**config.mk**
```make
export PLATFORM = sky130hd
export DESIGN_NAME = stack_arbiter
export DESIGN_NICKNAME = d
export VERILOG_FILES = /design/src/rtl/stack_arb_pkg.sv /design/src/rtl/rr_arbiter.sv /design/src/rtl/stack_arbiter.sv
export SDC_FILE = /design/constraint.sdc
export NUM_CORES = 1
export LEC_CHECK = 0
export CORE_MARGIN = 2
export CORE_UTILIZATION = 39
export CTS_CLUSTER_DIAMETER = 80
export DETAILED_ROUTE_END_ITERATION = 16
export PLACE_DENSITY = 0.8
export SLEW_MARGIN = 5
export SYNTH_ARGS = -nofsm -noshare
export SYNTH_HDL_FRONTEND = slang
export SYNTH_HIERARCHICAL = 1
export SYNTH_SLANG_ARGS = --single-unit
```
**constraint.sdc**
```tcl
create_clock -name clk -period 4.5 [get_ports clk]
set_clock_uncertainty 0.05 [all_clocks]
set_input_delay 0.675 -clock clk [delete_from_list [all_inputs] [get_ports clk]]
set_output_delay 0.675 -clock clk [all_outputs]
set_load 0.005 [all_outputs]
```
**src/rtl/stack_arb_pkg.sv**
```systemverilog
// Shared types and constants for the stack arbiter.
package stack_arb_pkg;

    // Encoding of req_op bits
    localparam logic OP_PUSH = 1'b0;
    localparam logic OP_POP  = 1'b1;

    // Widest requester id a stored response can carry (up to 256 requesters)
    localparam int RSP_ID_W = 8;

    // Lock ownership of the shared stack
    typedef enum logic {
        UNLOCKED = 1'b0,
        LOCKED   = 1'b1
    } lock_state_t;

    // What the arbiter remembers about the op it accepted last cycle
    typedef struct packed {
        logic [RSP_ID_W-1:0] id;
        logic                err;
        logic                pop;
    } rsp_t;

endpackage

```
**src/rtl/rr_arbiter.sv**
```systemverilog
// Combinational round-robin picker: first eligible bit at or after rr_ptr_i.
module rr_arbiter #(
    parameter int N     = 4,
    parameter int IDX_W = $clog2(N)
) (
    input  logic [N-1:0]     eligible_i,
    input  logic [IDX_W-1:0] rr_ptr_i,
    output logic [N-1:0]     grant_o,
    output logic [IDX_W-1:0] grant_idx_o,
    output logic             grant_valid_o
);

    // Walk the requesters starting at the pointer, wrapping at N, and keep the first hit
    always_comb begin
        int               idx;
        logic [IDX_W-1:0] idx_sel;
        grant_o       = '0;
        grant_idx_o   = '0;
        grant_valid_o = 1'b0;
        idx           = 0;
        idx_sel       = '0;
        for (int k = 0; k < N; k++) begin
            idx = int'(rr_ptr_i) + k;
            if (idx >= N) begin
                idx = idx - N;
            end
            idx_sel = IDX_W'(idx);
            if (!grant_valid_o && eligible_i[idx_sel]) begin
                grant_valid_o    = 1'b1;
                grant_o[idx_sel] = 1'b1;
                grant_idx_o      = idx_sel;
            end
        end
    end

endmodule

```
**src/rtl/stack_arbiter.sv**
```systemverilog
// Shares one stack between NUM_REQ requesters: one op per cycle, round-robin,
// response one cycle later, optional per-requester lock with idle timeout.
module stack_arbiter
    import stack_arb_pkg::*;
#(
    parameter int NUM_REQ      = 4,
    parameter int WORD_LEN     = 8,
    parameter int LOCK_TIMEOUT = 16,
    parameter int ID_W         = $clog2(NUM_REQ)
) (
    input  logic                         clk,
    input  logic                         rstn,
    input  logic [NUM_REQ-1:0]           req_valid,
    input  logic [NUM_REQ-1:0]           req_op,
    input  logic [NUM_REQ-1:0]           req_lock,
    input  logic [NUM_REQ*WORD_LEN-1:0]  req_data,
    output logic [NUM_REQ-1:0]           req_ready,
    output logic                         rsp_valid,
    output logic [ID_W-1:0]              rsp_id,
    output logic                         rsp_err,
    output logic [WORD_LEN-1:0]          rsp_data,
    output logic                         lock_timeout,
    output logic                         stk_push,
    output logic                         stk_pop,
    output logic [WORD_LEN-1:0]          stk_data_in,
    input  logic [WORD_LEN-1:0]          stk_data_out,
    input  logic                         stk_full,
    input  logic                         stk_empty
);

    localparam int CNT_W = $clog2(LOCK_TIMEOUT) + 1;

    logic [NUM_REQ-1:0]  eligible;
    logic [NUM_REQ-1:0]  grant;
    logic [ID_W-1:0]     grant_idx;
    logic                grant_valid;

    logic                sel_op;
    logic                sel_lock;
    logic [WORD_LEN-1:0] sel_data;
    logic                do_push;
    logic                do_pop;
    logic                reject;

    logic [ID_W-1:0]     rr_ptr_q;
    logic [ID_W-1:0]     rr_ptr_d;
    logic                rsp_valid_q;
    rsp_t                rsp_q;

    lock_state_t         state_q;
    logic [ID_W-1:0]     owner_q;
    logic [CNT_W-1:0]    idle_cnt_q;
    logic                lock_timeout_q;

    // While locked only the owner competes; nobody is eligible during reset
    always_comb begin
        eligible = '0;
        if (rstn) begin
            if (state_q == LOCKED) begin
                eligible[owner_q] = req_valid[owner_q];
            end else begin
                eligible = req_valid;
            end
        end
    end

    rr_arbiter #(
        .N     (NUM_REQ),
        .IDX_W (ID_W)
    ) u_rr_arbiter (
        .eligible_i    (eligible),
        .rr_ptr_i      (rr_ptr_q),
        .grant_o       (grant),
        .grant_idx_o   (grant_idx),
        .grant_valid_o (grant_valid)
    );

    // Pick out the winner's op and decide whether the stack can take it
    always_comb begin
        sel_op   = OP_PUSH;
        sel_lock = 1'b0;
        sel_data = '0;
        do_push  = 1'b0;
        do_pop   = 1'b0;
        reject   = 1'b0;
        for (int i = 0; i < NUM_REQ; i++) begin
            if (grant[i]) begin
                sel_op   = req_op[i];
                sel_lock = req_lock[i];
                sel_data = req_data[i*WORD_LEN +: WORD_LEN];
            end
        end
        if (grant_valid) begin
            if (sel_op == OP_PUSH) begin
                if (!stk_full) begin
                    do_push = 1'b1;
                end else begin
                    reject = 1'b1;
                end
            end else begin
                if (!stk_empty) begin
                    do_pop = 1'b1;
                end else begin
                    reject = 1'b1;
                end
            end
        end
    end

    // Pointer moves just past the winner, wrapping explicitly at NUM_REQ
    always_comb begin
        rr_ptr_d = rr_ptr_q;
        if (grant_valid) begin
            if (grant_idx == ID_W'(NUM_REQ - 1)) begin
                rr_ptr_d = '0;
            end else begin
                rr_ptr_d = grant_idx + ID_W'(1);
            end
        end
    end

    // Remember the accepted op so its response goes out next cycle
    always_ff @(posedge clk) begin
        if (!rstn) begin
            rr_ptr_q    <= '0;
            rsp_valid_q <= 1'b0;
            rsp_q       <= '0;
        end else begin
            rr_ptr_q    <= rr_ptr_d;
            rsp_valid_q <= grant_valid;
            rsp_q.id    <= RSP_ID_W'(grant_idx);
            rsp_q.err   <= reject;
            rsp_q.pop   <= do_pop;
        end
    end

    // Lock ownership: taken on a locking op, dropped on a non-locking owner op or after too long idle
    always_ff @(posedge clk) begin
        if (!rstn) begin
            state_q        <= UNLOCKED;
            owner_q        <= '0;
            idle_cnt_q     <= '0;
            lock_timeout_q <= 1'b0;
        end else begin
            lock_timeout_q <= 1'b0;
            case (state_q)
                UNLOCKED: begin
                    idle_cnt_q <= '0;
                    if (grant_valid && sel_lock) begin
                        state_q <= LOCKED;
                        owner_q <= grant_idx;
                    end
                end
                LOCKED: begin
                    if (grant_valid) begin
                        idle_cnt_q <= '0;
                        if (!sel_lock) begin
                            state_q <= UNLOCKED;
                        end
                    end else if (idle_cnt_q == CNT_W'(LOCK_TIMEOUT - 1)) begin
                        state_q        <= UNLOCKED;
                        idle_cnt_q     <= '0;
                        lock_timeout_q <= 1'b1;
                    end else begin
                        idle_cnt_q <= idle_cnt_q + CNT_W'(1);
                    end
                end
                default: begin
                    state_q <= UNLOCKED;
                end
            endcase
        end
    end

    // Narrow the stored response id back to the port width
    always_comb begin
        rsp_id = '0;
        for (int i = 0; i < NUM_REQ; i++) begin
            if (rsp_q.id == RSP_ID_W'(i)) begin
                rsp_id = ID_W'(i);
            end
        end
    end

    assign req_ready    = grant;
    assign stk_push     = do_push;
    assign stk_pop      = do_pop;
    assign stk_data_in  = do_push ? sel_data : '0;
    assign rsp_valid    = rsp_valid_q;
    assign rsp_err      = rsp_q.err;
    assign rsp_data     = (rstn && rsp_q.pop) ? stk_data_out : '0;
    assign lock_timeout = lock_timeout_q;

endmodule

```
==> results.sh <==
export IMPL_outcome="finished, final reports clean"
export IMPL_fin_crit_ns=4.40
export IMPL_vias=1853
export IMPL_synth_top_cell_by_area="dfxtp_1"
export IMPL_dr_pass1_iters=4
export IMPL_dp_slack_ns=-0.442
export IMPL_drive_above_1_share_pct=25.6
export IMPL_ir_drop_mv=0.306
export IMPL_yosysWarnings=6
export IMPL_most_common_layout_cells="clkdlybuf4s50_1, buf_4, nand2_1"
export IMPL_dieWidth_um=66.8
export IMPL_swShare_pct=40.2
export IMPL_antenna_found_initial=0
export IMPL_worstPathMaxFanout=7
export IMPL_tns_ns=0
export IMPL_end_kind="output port"
export IMPL_fin_nets=358
export IMPL_grt_max_degree=17
export IMPL_cts_buffer_depth=2
export IMPL_cts_max_level=1
export IMPL_power_frac_seq_pct=13.2
export IMPL_finalSetupViolCount=0
export IMPL_grt_overflow=0
export IMPL_fillers=292
export IMPL_relSlewSlack_pct=68.2
export IMPL_vias_per_cell=5.43
export IMPL_drt_iter0_drc=50
export IMPL_cts_buffers=3
export IMPL_drv_cap=0
export IMPL_cts_clk_slew_worst_paths_ns=0.06
export IMPL_synth_nets=250
export IMPL_combPwrFrac_pct=78.4
export IMPL_worst_endpoint_arrival_ns=3.67
export IMPL_postSynthCellCount=186
export IMPL_grt_first_pass_wirelength_um=7550
export IMPL_die_h_um=66.8
export IMPL_crit_type="input pin to output port"
export IMPL_p_clk_share_pct=8.4
export IMPL_num_io_pins=83
export IMPL_netlist_area_um2=1540
export IMPL_core_area_um2=3720
export IMPL_die_area_um2=4460
export IMPL_final_common_cell="clkdlybuf4s50_1"
export IMPL_yosys_top_cells_area="dfxtp_1, ha_1, a211o_1"
export IMPL_clk_latency_ns=0.26
export IMPL_worst_pin_slew_ns=0.472
export IMPL_stdcell_count=341
export IMPL_route_detailed_drc=0
export IMPL_io_buffers=82
export IMPL_tritoncts="done"
export IMPL_diodes=0
export IMPL_grtUsageTotal_pct=21.7
export IMPL_p_int_uw=925
export IMPL_gp_congestion=0.765
export IMPL_syn_to_final_growth_pct=77.5
export IMPL_yosysSeqAreaShare_pct=20.8
export IMPL_hpwlAfterDp_um=3730
export IMPL_period_share_pct=97.8
export IMPL_p_leak_uw=0.00117
export IMPL_rows=22
export IMPL_worstHoldPathType="flip-flop to flip-flop"
export IMPL_power_density_nw_per_um2=568
export IMPL_cts_sinks=16
export IMPL_dp_cells=324
export IMPL_routed_wl_um=5150
export IMPL_yosys_area_top_type_share_pct=20.8
export IMPL_p_switching_uw=623
export IMPL_setup_ws_ns=0.101
export IMPL_hold_viol_final=0
export IMPL_start_util_pct=41.3
export IMPL_syn_area_per_cell_um2=8.26
export IMPL_cts_root_buf="clkbuf_8"
export IMPL_drv_slew=0
export IMPL_wl_per_cell_um=15.1
export IMPL_yosysUniqueCellTypes=40
export IMPL_antenna_left=0
export IMPL_critPathLaunchType="input pin"
export IMPL_grt_pass1_vias=1713
export IMPL_required_ns=3.77
export IMPL_clock_fmax_ghz=0.227
export IMPL_synth_seq_cells=16
-- final cells by class --
type                       count  area (µm²)  area share [%]
sequential                    16         320            11.7
tap                           48        60.1            2.20
multi-input combinational    138        1150            42.3
timing repair buffer         118        1070            39.4
inverter                      17        63.8            2.34
clock buffer                   4        55.1            2.02
-- kinds of logic after synthesis --
logic type	count (synthesis)	share of synthesized area (%)
AO/OA/AOI/OAI	53	26.1
buffers and inverters	32	10.0
AND/OR/NAND/NOR	64	24.3
multiplexers	11	11.0
adder cells (fa/ha/maj)	8	6.51
XOR/XNOR	2	1.14
flip-flops	16	20.8
-- path summary, 6_finish.rpt --
| path | startpoint | end | slack (ns) | cells past startpoint |
|---|---|---|---|---|
| min | idle_cnt_q[0]$_SDFF_PP0_ | idle_cnt_q[0]$_SDFF_PP0_ | 0.41 | 1 |
| max | req_valid[2] | stk_data_in[2] | 0.10 | 13 |
| max reg2reg | state_q$_SDFF_PN0_ | owner_q[1]$_SDFFE_PN0P_ | 0.84 | 12 |
| min reg2reg | idle_cnt_q[0]$_SDFF_PP0_ | idle_cnt_q[0]$_SDFF_PP0_ | 0.41 | 1 |
-- per-stage QoR --
step / instance area [µm²] / hold slack (ns) / util (%) / total power [µW]
floorplan: 1540 / 0.368 / - / 860
global placement: 2500 / 0.381 / 67.3 / 1250
detailed placement: 2500 / 0.407 / 67.3 / 1280
CTS: 2620 / 0.416 / 70.5 / 1470
global route: 2730 / 0.421 / 73.4 / 1670
finish: 2730 / 0.411 / 73.4 / 1550
-- cells in the mapped netlist, drive strengths merged --
library cell / n
a221oi: 7
nor2b: 7
a21boi: 7
xor2: 1
nand2b: 2
nand2: 20
mux4: 4
dfxtp: 16
a211o: 9
or3b: 1
inv: 17
o31ai: 1
nand3: 1
xnor2: 1
nor3: 2
ha: 8
o221ai: 1
and2b: 1
a22oi: 9
nand3b: 2
o211ai: 1
a21oi: 5
nor3b: 5
nor2: 9
or3: 1
and3: 11
a32o: 1
a211oi: 3
o21ai: 9
clkbuf: 7
buf: 8
mux2: 1
nor4: 1
mux2i: 6
nor4b: 1
-- worst max-delay path, stage by stage --
cell and delay (ns):
clkdlybuf4s50_1 0.46, and3_4 0.20, mux4_2 0.52, nor4b_4 0.45, buf_4 0.18, a22oi_1 0.06
o21ai_2 0.10, nor2b_1 0.15, buf_4 0.16, a221oi_1 0.08, a211o_1 0.27, a21boi_1 0.11
dlygate4sd2_1 0.25
-- power groups by stage --
stage | sequential, µW | clock [µW] | combinational (µW)
floorplan | 203 | 0 | 657
finish | 205 | 129 | 1210
global route | 210 | 136 | 1330
detailed placement | 204 | 0 | 1070
CTS | 202 | 131 | 1130
global placement | 203 | 0 | 1050
-- what timing repair did --
action	CTS	global route
gates resized for setup	22	28
cloned	0	0
endpoints found under the setup margin	10	9
pin swaps	3	6
hold buffers	0	0
buffers inserted	5	9
-- flip-flops by register name (all words and copies together), names as in the netlist --
register and count:
owner_q 2, rsp_valid 1, idle_cnt_q 5, lock_timeout 1, rr_ptr_q 2, rsp_q 3, state_q 1, rsp_err 1
-- routing by layer --
metal	wire, µm	global-route usage, %	up-vias
li1	-	-	890
met1	2090	25.2	877
met2	2660	39.3	76
met3	305	3.55	10
met4	99	8.42	0
met5	0	0	-
(Power assumes the default switching activity.)
